==> src/rtl/video_timing_gen.sv <==
// video_timing_gen: raster timing generator that sinks an RGB444 pixel stream
// during the active area and drives registered, mutually aligned VGA outputs.
module video_timing_gen #(
    parameter int   H_ACTIVE = 640,
    parameter int   H_FP     = 16,
    parameter int   H_SYNC   = 96,
    parameter int   H_BP     = 48,
    parameter int   V_ACTIVE = 480,
    parameter int   V_FP     = 10,
    parameter int   V_SYNC   = 2,
    parameter int   V_BP     = 33,
    parameter logic H_POL    = 1'b0,
    parameter logic V_POL    = 1'b0
) (
    input  logic        clk_pixel,
    input  logic        reset_i,
    input  logic        pixel_valid_i,
    input  logic [11:0] pixel_data_i,
    output logic        pixel_ready_o,
    output logic        vga_hsync_o,
    output logic        vga_vsync_o,
    output logic        vga_blank_o,
    output logic [3:0]  vga_r_o,
    output logic [3:0]  vga_g_o,
    output logic [3:0]  vga_b_o,
    output logic        frame_start_o,
    output logic        underflow_o
);
    localparam int H_TOTAL = H_ACTIVE + H_FP + H_SYNC + H_BP;
    localparam int V_TOTAL = V_ACTIVE + V_FP + V_SYNC + V_BP;
    localparam int HW = $clog2(H_TOTAL);
    localparam int VW = $clog2(V_TOTAL);
    localparam logic [HW-1:0] H_ACT = HW'(H_ACTIVE);
    localparam logic [HW-1:0] H_SS  = HW'(H_ACTIVE + H_FP);
    localparam logic [HW-1:0] H_SE  = HW'(H_ACTIVE + H_FP + H_SYNC);
    localparam logic [HW-1:0] H_END = HW'(H_TOTAL - 1);
    localparam logic [VW-1:0] V_ACT = VW'(V_ACTIVE);
    localparam logic [VW-1:0] V_SS  = VW'(V_ACTIVE + V_FP);
    localparam logic [VW-1:0] V_SE  = VW'(V_ACTIVE + V_FP + V_SYNC);
    localparam logic [VW-1:0] V_END = VW'(V_TOTAL - 1);

    logic [HW-1:0] h_cnt;
    logic [VW-1:0] v_cnt;
    logic [11:0]   rgb;
    logic          h_end, v_end, active, hs_act, vs_act;

    always_comb begin
        h_end         = h_cnt == H_END;
        v_end         = v_cnt == V_END;
        active        = (h_cnt < H_ACT) && (v_cnt < V_ACT);
        hs_act        = (h_cnt >= H_SS) && (h_cnt < H_SE);
        vs_act        = (v_cnt >= V_SS) && (v_cnt < V_SE);
        pixel_ready_o = active && !reset_i;
        frame_start_o = h_end && v_end && !reset_i;
    end

    // Video outputs are registered from the same counter state so they stay aligned
    always_ff @(posedge clk_pixel) begin
        if (reset_i) begin
            h_cnt       <= '0;
            v_cnt       <= '0;
            vga_hsync_o <= !H_POL;
            vga_vsync_o <= !V_POL;
            vga_blank_o <= 1'b1;
            rgb         <= '0;
            underflow_o <= 1'b0;
        end else begin
            h_cnt       <= h_end ? '0 : h_cnt + 1'b1;
            v_cnt       <= h_end ? (v_end ? '0 : v_cnt + 1'b1) : v_cnt;
            vga_hsync_o <= hs_act ? H_POL : !H_POL;
            vga_vsync_o <= vs_act ? V_POL : !V_POL;
            vga_blank_o <= !active;
            rgb         <= (active && pixel_valid_i) ? pixel_data_i : '0;
            underflow_o <= underflow_o || (active && !pixel_valid_i);
        end
    end

    assign vga_r_o = rgb[11:8];
    assign vga_g_o = rgb[7:4];
    assign vga_b_o = rgb[3:0];
endmodule

==> config.mk <==
export PLATFORM = sky130hd
export DESIGN_NAME = video_timing_gen
export DESIGN_NICKNAME = d
export VERILOG_FILES = /design/src/rtl/video_timing_gen.sv
export SDC_FILE = /design/constraint.sdc
export NUM_CORES = 1
export LEC_CHECK = 0
export BUFFER_PORTS_ARGS = -buffer_cell sky130_fd_sc_hd__buf_2
export CELL_PAD_IN_SITES_DETAIL_PLACEMENT = 0
export CELL_PAD_IN_SITES_GLOBAL_PLACEMENT = 2
export CORE_MARGIN = 8
export CORE_UTILIZATION = 30
export CTS_BUF_LIST = sky130_fd_sc_hd__clkbuf_8
export DETAILED_ROUTE_END_ITERATION = 12
export MAX_ROUTING_LAYER = met4
export PLACE_DENSITY_LB_ADDON = 0.1
export SLEW_MARGIN = 20
export SYNTH_ARGS = -nofsm -noshare
export SYNTH_HDL_FRONTEND = slang
export SYNTH_SLANG_ARGS = --single-unit
==> constraint.sdc <==
create_clock -name clk_pixel -period 2.1 [get_ports clk_pixel]
set_input_delay 0.525 -clock clk_pixel [delete_from_list [all_inputs] [get_ports clk_pixel]]
set_output_delay 0.525 -clock clk_pixel [all_outputs]
set_load 0.05 [all_outputs]
### After elaboration in Yosys (flattened, before gate mapping)

Cells that the tools add are included.

* $add $sub $neg: 2
* order comparisons: 6
* equal/unequal tests: 2
* mux-type cells: 3
* bitwise gates (word level): 1
* reduce and logical (&&, ||, !) cells: 14

Operators with widths (count)
* $add 10x1->10 const B: 2
* $eq 10x10->1 const B: 2
* $lt 10x10->1 const B: 2
* $lt 10x9->1 const B: 2
* $ge 10x10->1 const B: 1
* $ge 10x9->1 const B: 1
* $mux 10: 1
* $logic_and 1x1->1: 8
* $reduce_or 2->1: 2
* $logic_not 1->1: 3
* $mux 1: 2
* $logic_or 1x1->1: 1
* $not 1->1: 1

* flip-flop bits (word level): 36
* input bits: 15
* output and inout bits: 18
* word-level logic and storage cells: 35

### Logic depth before layout (Yosys ltp)

Gate-level depths: netlist (run 1).

* depth in word-level cells: 5
* gate-level depth with buffers: 6
* mapped depth without buffers: 6

### Worst setup path after synthesis (run 1)

OpenSTA, ideal clock, no wires.

* path kind: reg2out
* from: register h_cnt[7]
* to: output frame_start_o
* arrival: 2385 ps
* data required time: 1575 ps
* setup slack: -810 ps
* stages on the path, launching flop included: 4
* path buffers: 0
* cell sequence: dfxtp_1 or4b_4 or3_4 nor3_1

* cells in the longest elaborated chain, start to end: 3

Ends and longest elaborated chain
* from (decl): RTL line 42 `logic [HW-1:0] h_cnt;`
* from (signal assigned): RTL line 68 `h_cnt <= h_end ? '0 : h_cnt + 1'b1;`
* $eq 10x10->1: RTL line 48 `h_end = h_cnt == H_END;`
* $logic_and 1x1->1 (2 in series): RTL line 54 `frame_start_o = h_end && v_end && !reset_i;`
* to (decl): RTL line 26 `output logic frame_start_o,`

Every way passes these cells.

### Worst setup path after layout (run 1)

* from: register h_cnt[6]
* to: output frame_start_o

Same word-level chain as after synthesis.

==> results.toml, run 1 <==
[run_status]
outcome = "complete, but fails checks"
violations = "negative setup slack"

[global_route]
grt_pass1_vias = 1255
gr-total-overflow = 0
grt-busiest-layer = "met2"
met2_usage_pct = 17.36
grt_pass1_wl_um = 5961
grt_max_degree = 14
antenna_found_initial = 0
grtUsageMet1_pct = 10.86
use_met3_pct = 3.497
grt_usage_pct = 10.40

[floorplanning]
row_count = 25
dieArea_um2 = 7488
dieHeight_um = 86.54
start_util_pct = 31.39
coreArea_um2 = 4755
ios = 33
die_w_um = 86.54

[clock_tree]
worstSkewPairLatency_ns = 0.29
cts_buffers = 5
cts.sinks = 36
cts_root_buffer = "clkbuf_8"
h-tree-depth = 2
hold_buffers = 0
clk_pin_slew_ns = 0.07
clockBufferDepth = 2
cts_tree = "yes"

[setup_path]
worst_ep_arrival_time_ns = 1.81
critPathTopFamily = "simple AND/OR/NAND/NOR gates"
cp-end-kind = "output pin"
critical_path_class = "reg -> out"
worst-path-buf-inv = 1
ff2ff_setup_slack_ns = -0.12
cp_max_fo = 2
crit_path_start_kind = "flop"
worstPathRequired_ns = 1.57
cpMaxStageDelayCell = "or4b_4"
slowest_delay_ns = 0.53
worstPathCellList = "or4b_4, or3_4, nor3_4, buf_6"

[timing]
setup_ws_ns = -0.2329
setup_violations = 3
min_period_over_period_pct = 111.1
max_slew.worst_pin.slew_ns = 0.4086
fmax_mhz = 428.6
hold_viol = 0
rsz0062_at_grt = "yes"
slew_viol_final = 0
period_needed_ns = 2.333
slew-limit-headroom_pct = 72.51
fin_skew_ns = 0.003673

[layout]
fin_util_pct = 43.32
fin_nets = 238
final_cell_mix = "dfxtp_1, buf_2, buf_4, nor2_1, and3_1"
fin_cells = 287
fillers = 508
drive_above_1_share_pct = 36.82
final_common_cell = "dfxtp_1"
diodes = 0
syn_to_final_growth_pct = 37.97

[logic_synthesis]
ys_ff_latch = 36
synthArstFlopShare_pct = 0
synth-seq-area-share_pct = 48.28
synth_warnings = 0
syn_avg_cell_area_um2 = 9.508
synth_flop_cell = "dfxtp_1"
syn_inst = 157
synth.distinct_cells = 34
synth-edff-count = 0
syn_area_um2 = 1493
synthesis.nets = 176

[placed_design]
portBuffers = 32
gp_routability_congestion = 0.7710
placedCellCount = 274
dp_hpwl_um = 2843

[flow_run]
maxCapViolations = 0

[drt]
ant_nets = 0
dr.pass1.iters = 4
num_vias = 1312
avgRoutedWirePerCell_um = 13.25
routed_wl_um = 3803
drtIter0Drc = 60
post-route-drc-count = 0
viasPerCell = 4.571

[power_and_ir_drop]
p_switching_uw = 339.6
p_comb_share_pct = 9.1
seq_power_share_pct = 52.6
leakagePower_nw = 0.9110
power.density_nw_per_um2 = 650.5
cellInternalPower_mw = 1.000
swShare_pct = 25.35
p_clk_share_pct = 38.3
peakVddDrop_uv = 293.1

[min_path]
worst_hold_path_type = "reg -> reg"
-- cells in the mapped netlist (all sizes together), types with 2 or more instances --
library cell	n	area (µm²)
mux2i	2	20.02
nand2	9	33.78
a21oi	4	20.02
or4b	3	33.78
and4	3	26.28
and3	14	88.84
xnor2	9	78.83
ha	4	50.05
nor2b	2	12.51
nor2	16	60.06
nor3	2	10.01
o21ai	4	20.02
buf	3	30.03
or3	3	23.77
xor2	4	35.03
nand3	5	25.02
inv	9	33.78
clkbuf	3	12.51
dfxtp	36	720.7
nor4	5	31.28
nand4	9	56.30
-- through the flow --
step	area, µm²	hold slack (ns)	TNS [ns]	worst slack (ns)	total power, mW
2_1_floorplan	1505	0.4375	-0.1718	-0.1718	0.7975
3_3_place_gp	1887	0.4508	-0.06626	-0.06380	0.8404
3_5_place_dp	1887	0.4570	-0.1463	-0.07209	0.8423
4_1_cts	1992	0.4596	-0.2643	-0.2524	1.359
5_1_grt	2059	0.4607	-0.6578	-0.2884	1.399
6_report	2059	0.4646	-0.4099	-0.2329	1.340
-- per-layer routing --
layer / wire length (µm) / share of wire [%] / vias up
li1: - / - / 669
met1: 1607 / 42 / 609
met2: 1957 / 51 / 30
met3: 202 / 5.3 / 4
met4: 36 / 0.95 / 0
met5: 0 / 0 / -
-- power by group through the flow --
stage / clock (mW) / combinational (mW) / sequential, mW
global placement: 0 / 0.121 / 0.720
finish: 0.514 / 0.122 / 0.704
detailed placement: 0 / 0.122 / 0.720
CTS: 0.532 / 0.122 / 0.704
floorplan: 0 / 0.0322 / 0.765
global route: 0.562 / 0.131 / 0.706
-- cells by family after synthesis --
logic type / count (synthesis) / share of synthesized area [%]
AO/OA/AOI/OAI: 12 / 5.114
XOR/XNOR: 13 / 7.628
adder cells (fa/ha/maj): 4 / 3.353
buffers and inverters: 15 / 5.113
flip-flops: 36 / 48.28
multiplexers: 2 / 1.341
AND/OR/NAND/NOR: 75 / 29.17
-- worst paths after layout --
| path | from | end | cells after the start |
|---|---|---|---|
| max reg2reg | h_cnt[6] | v_cnt[8] | 6 |
| min reg2reg | underflow_o | underflow_o | 2 |
| min | underflow_o | underflow_o | 2 |
| max | h_cnt[6] | frame_start_o | 4 |
-- cell type report --
| cell class | count | area (µm²) | area share, % |
|---|---|---|---|
| inverter | 9 | 33.78 | 1.640 |
| multi-input combinational | 106 | 732.0 | 35.54 |
| clock buffer | 6 | 82.58 | 4.010 |
| sequential | 36 | 721.9 | 35.05 |
| tap | 67 | 83.83 | 4.070 |
| clock inverter | 2 | 11.26 | 0.5468 |
| timing repair buffer | 61 | 394.1 | 19.14 |
-- registers in the layout, indices dropped and copies added (netlist names) --
register     flops
vga_hsync_o      1
vga_blank_o      1
vga_vsync_o      1
rgb             12
underflow_o      1
h_cnt           10
v_cnt           10
-- worst register-to-register path: cells and delay by family (launching register included) --
| family | cells | cell delay, ns |
|---|---|---|
| simple gates | 3 | 1.43 |
| flops | 1 | 0.32 |
| buf+inv | 2 | 0.26 |
| compound gates | 1 | 0.14 |
-- what timing repair did --
item                                    CTS  global route
pin swaps                                 1             5
setup buffers                             0             5
endpoints found under the setup margin    3             4
gates resized for setup                   3             9
Note: power is estimated with default switching activity, not from simulation.
==> run 2: changes to the inputs <==
- PLACE_DENSITY_LB_ADDON: 0.1 -> 0.15
- SLEW_MARGIN: 20 -> default
==> run 2 against run 1 <==
  * The run still ends with negative setup slack left
  * Critical endpoint unchanged
  * Largest power group is now clock
  * Clock power rose by 64%
  * Global-route usage barely moved
  * Sequential power barely moved
  * Critical path type unchanged
  * Setup slack improved by 0.013 ns
  * Clock skew rose by 0.0035 ns
  * Routed wire length fell by 4.9%
  * Largest cell class is now registers
==> results.toml, run 2 (synthesized netlist as in run 1, its figures left out) <==
[setup_path]
critical_path_class = "reg -> out"
worstPathRequired_ns = 1.57
cp-end-kind = "output pin"
worst_ep_arrival_time_ns = 1.80
cp_max_fo = 2
crit_path_start_kind = "flop"

[layout]
largest_reg_flops = 12
syn_to_final_growth_pct = 37.47
final_cell_mix = "dfxtp_1, buf_2, buf_4, nor2_1, and3_1"
regMostFlops = "rgb"
fin_cells = 281
diodes = 0
reg_top3 = "rgb (12), h_cnt (10), v_cnt (10)"
final_common_cell = "dfxtp_1"
fin_util_pct = 43.16
fin_nets = 232
drive_above_1_share_pct = 33.18

[run_status]
violations = "negative setup slack"
outcome = "complete, but fails checks"

[clock_tree]
post_cts_buffers = 0
clockBufferDepth = 2
cts_tree = "yes"
clk_pin_slew_ns = 0.07
cts_root_buffer = "clkbuf_8"
h-tree-depth = 2
worstSkewPairLatency_ns = 0.28
cts_buffers = 5
cts.sinks = 36

[power_and_ir_drop]
peakVddDrop_uv = 500.1
total_power_mw = 1.670
leakagePower_nw = 0.9060
power.density_nw_per_um2 = 813.7

[placed_design]
portBuffers = 32
placedCellCount = 273
dp_hpwl_um = 2843
gp_routability_congestion = 0.8207

[timing]
max_slew.worst_pin.slew_ns = 0.4555
rsz0062_at_grt = "yes"
whs_ns = 0.4600
setup_ws_ns = -0.2203
period_needed_ns = 2.320
fmax_mhz = 431.0
fin_skew_ns = 0.007134
setup-tns-final_ns = -0.2203
setup_violations = 1
slew_viol_final = 0
hold_viol = 0
min_period_over_period_pct = 110.5
slew-limit-headroom_pct = 69.35

[floorplanning]
ios = 33
row_count = 25
die_w_um = 86.54
start_util_pct = 31.39
dieArea_um2 = 7488
coreArea_um2 = 4755
dieHeight_um = 86.54

[min_path]
worst_hold_path_type = "reg -> reg"

[flow_run]
maxCapViolations = 0

[global_route]
antenna_found_initial = 0
gr-total-overflow = 0
grt_pass1_vias = 1239
grt_usage_pct = 10.37
grt_max_degree = 14
grt_pass1_wl_um = 5920

[drt]
routed_wl_um = 3617
ant_nets = 0
avgRoutedWirePerCell_um = 12.87
dr.pass1.iters = 4
post-route-drc-count = 0
viasPerCell = 4.516
num_vias = 1269
drtIter0Drc = 35
-- run 2: changes by cell type in the layout (fill, tap and decap cells not counted), sizes merged --
cell      change
bufinv        +3
clkinvlp      -1
buf           -6
inv           -1
clkbuf        -1
-- run 2: power breakdown --
part           switching (mW)  internal [mW]
logic                  0.0826         0.0404
registers             0.00533          0.699
clock network           0.248          0.594
-- run 2: repair_timing --
| action | CTS | global route |
|---|---|---|
| pin swaps | 1 | 1 |
| endpoints found under the setup margin | 1 | 5 |
| gates resized for setup | 2 | 3 |
| hold buffers | 0 | 0 |
-- run 2: worst max-delay path, stage by stage, from the launching register on --
cell	delay, ns
dfxtp_2	0.33
or4b_4	0.53
or3_4	0.36
nor3_4	0.13
buf_6	0.18
-- run 2: path summary, 6_finish.rpt --
| kind | from | to | slack (ns) | cells after the start |
|---|---|---|---|---|
| worst min-delay path | underflow_o | underflow_o | 0.46 | 2 |
| worst max-delay path | h_cnt[6] | frame_start_o | -0.22 | 4 |
| worst min register to register | underflow_o | underflow_o | 0.46 | 2 |
| worst max register to register | h_cnt[6] | v_cnt[8] | 0.05 | 5 |
-- run 2: metrics by stage --
stage / setup slack (ns) / cell area, µm²
final: -0.2203 / 2052
after global routing: -0.2701 / 2052
after floorplan: -0.1718 / 1505
after detailed placement: -0.07244 / 1879
after CTS: -0.2423 / 2044
after global placement: -0.06152 / 1879
-- run 2: area by class of cell --
type / instances / area, µm²
fillers: 491 / 2703
flip-flops and latches: 36 / 721.9
multi-input cells: 106 / 711.9
repair buffers: 55 / 341.6
clock inverters: 3 / 90.09
well taps: 67 / 83.83
clock buffers: 5 / 68.82
inverters: 9 / 33.78
-- run 2: routing by layer --
metal | GRT usage [%] | wire length (µm) | up-vias
met5 | - | 0 | -
met4 | 4.225 | 22 | 0
met3 | 2.741 | 94 | 2
met2 | 17.57 | 1908 | 16
met1 | 11.28 | 1591 | 592
li1 | - | - | 659
==> run 3: changes to the inputs <==
==> constraint.sdc (replaced) <==
create_clock -name clk_pixel -period 2.1 [get_ports clk_pixel]
set_input_delay 0.42 -clock clk_pixel [delete_from_list [all_inputs] [get_ports clk_pixel]]
set_output_delay 0.42 -clock clk_pixel [all_outputs]
set_load 0.05 [all_outputs]
==> run 3 against run 2 <==
  * The flow still finishes with violations (negative setup slack)
  * Critical path depth unchanged
  * First-iteration DRC count grew 14%
  * Sequential power barely moved
  * Clock-buffer cell count increased by 1
  * Combinational power barely moved
  * Global-route usage decreased by 0.089 points
  * Register-to-register slack worse by 0.11 ns
  * Critical endpoint unchanged
==> results.toml, run 3 (synthesized netlist as in run 1, its figures left out) <==
[clock_tree]
clk_pin_slew_ns = 0.07
cts_buffers = 5
clockBufferDepth = 2
cts_tree = "yes"
h-tree-depth = 2
cts_root_buffer = "clkbuf_8"
worstSkewPairLatency_ns = 0.28
cts.sinks = 36

[layout]
reg_top3 = "rgb (12), h_cnt (10), v_cnt (10)"
syn_to_final_growth_pct = 32.02
fin_cells = 278
final_common_cell = "dfxtp_1"
fin_nets = 229
diodes = 0
largest_reg_flops = 12
regMostFlops = "rgb"
drive_above_1_share_pct = 32.70
final_cell_mix = "dfxtp_1, buf_2, buf_4, nor2_1, and3_1"

[setup_path]
worstPathRequired_ns = 1.68
reg2reg_depth = 6
r2r-start = "h_cnt[6]"
critical_path_class = "reg -> out"
crit_path_start_kind = "flop"
ff2ff_setup_slack_ns = -0.06
cp-end-kind = "output pin"
cp_max_fo = 3
worst_ep_arrival_time_ns = 1.81
timing.rr.end = "v_cnt[4]"

[power_and_ir_drop]
leakagePower_nw = 0.8620
peakVddDrop_uv = 265.3
power.density_nw_per_um2 = 671.8

[floorplanning]
die_w_um = 86.54
row_count = 25
dieArea_um2 = 7488
coreArea_um2 = 4755
ios = 33
dieHeight_um = 86.54
start_util_pct = 31.39

[min_path]
worst_hold_path_type = "in -> reg"
holdPathEnd = "rgb[9]"
hp-start = "pixel_data_i[9]"
holdPathStages = 2

[timing]
whs_ns = 0.3652
min_period_over_period_pct = 106.2
max_slew.worst_pin.slew_ns = 0.4479
fmax_mhz = 448.4
slew-limit-headroom_pct = 69.86
setup_violations = 2
fin_skew_ns = 0.004505
rsz0062_at_grt = "yes"
hold_viol = 0
setup_ws_ns = -0.1301
period_needed_ns = 2.230
slew_viol_final = 0

[drt]
ant_nets = 0
m1WireLength_um = 1401
avgRoutedWirePerCell_um = 12.60
drtIter0Drc = 40
dr_wl_met3_um = 152
top_layer = "met4"
viasPerCell = 4.608
routed_wl_um = 3504
dr.pass1.iters = 6
num_vias = 1281
dr_wl_met2_um = 1877
post-route-drc-count = 0

[run_status]
outcome = "complete, but fails checks"
violations = "negative setup slack"

[global_route]
grt_usage_pct = 10.28
grt_pass1_wl_um = 5892
antenna_found_initial = 0
gr-total-overflow = 0
grt_max_degree = 17
grt_pass1_vias = 1255

[placed_design]
dp_hpwl_um = 2824
gp_routability_congestion = 0.8199
placedCellCount = 269
portBuffers = 32
dp_slack_ns = 0.01803

[flow_run]
maxCapViolations = 0
run 3: final cells by class:
| cell class | instances | area, µm² |
|---|---|---|
| fillers | 503 | 2784 |
| flip-flops and latches | 36 | 721.9 |
| multi-input cells | 106 | 714.4 |
| repair buffers | 52 | 322.8 |
| well taps | 67 | 83.83 |
| clock buffers | 6 | 82.58 |
| inverters | 9 | 33.78 |
| clock inverters | 2 | 11.26 |
run 3: metal layers:
metal | up-vias | track usage (%)
met5 | - | -
met4 | 0 | 4.382
met3 | 8 | 3.592
met2 | 19 | 17.43
met1 | 603 | 10.59
li1 | 651 | -
run 3: where the power goes:
part	switching (mW)	leakage (nW)	internal, mW
sequential	0.00526	0.294	0.699
combinational	0.0816	0.520	0.0380
clock	0.238	0.0486	0.262
run 3: worst max-delay path, cell delays in order, from the launching register on:
cell and delay [ns]:
dfxtp_2 0.32, or4b_4 0.54, or3_4 0.36, nor3_4 0.13, buf_6 0.18
run 3: repair_timing:
| action | CTS | global route |
|---|---|---|
| pin swaps | 1 | 1 |
| setup buffers | 0 | 1 |
| resized for setup | 3 | 4 |
| endpoints found under the setup margin | 2 | 3 |
| hold buffers | 0 | 0 |
| endpoints found under the hold margin | 0 | 0 |
run 3: metrics by stage:
stage          utilization [%]  setup TNS [ns]  power [mW]  instance area, µm²
6_report                 41.45         -0.1897       1.324                1971
5_1_grt                  41.45         -0.3162       1.384                1971
4_1_cts                  41.05         -0.1551       1.353                1952
3_5_place_dp             38.89               0      0.8408                1849
3_3_place_gp             38.89               0      0.8389                1849
2_1_floorplan                -        -0.06681      0.7975                1505
run 3: worst max path at each step:
stage | startpoint | end | cells past startpoint
2_1_floorplan | h_cnt[6] | frame_start_o | 3
3_3_place_gp | h_cnt[6] | frame_start_o | 4
3_5_place_dp | h_cnt[6] | frame_start_o | 4
4_1_cts | h_cnt[6] | frame_start_o | 4
5_1_grt | h_cnt[6] | frame_start_o | 4
6_report | h_cnt[6] | frame_start_o | 4
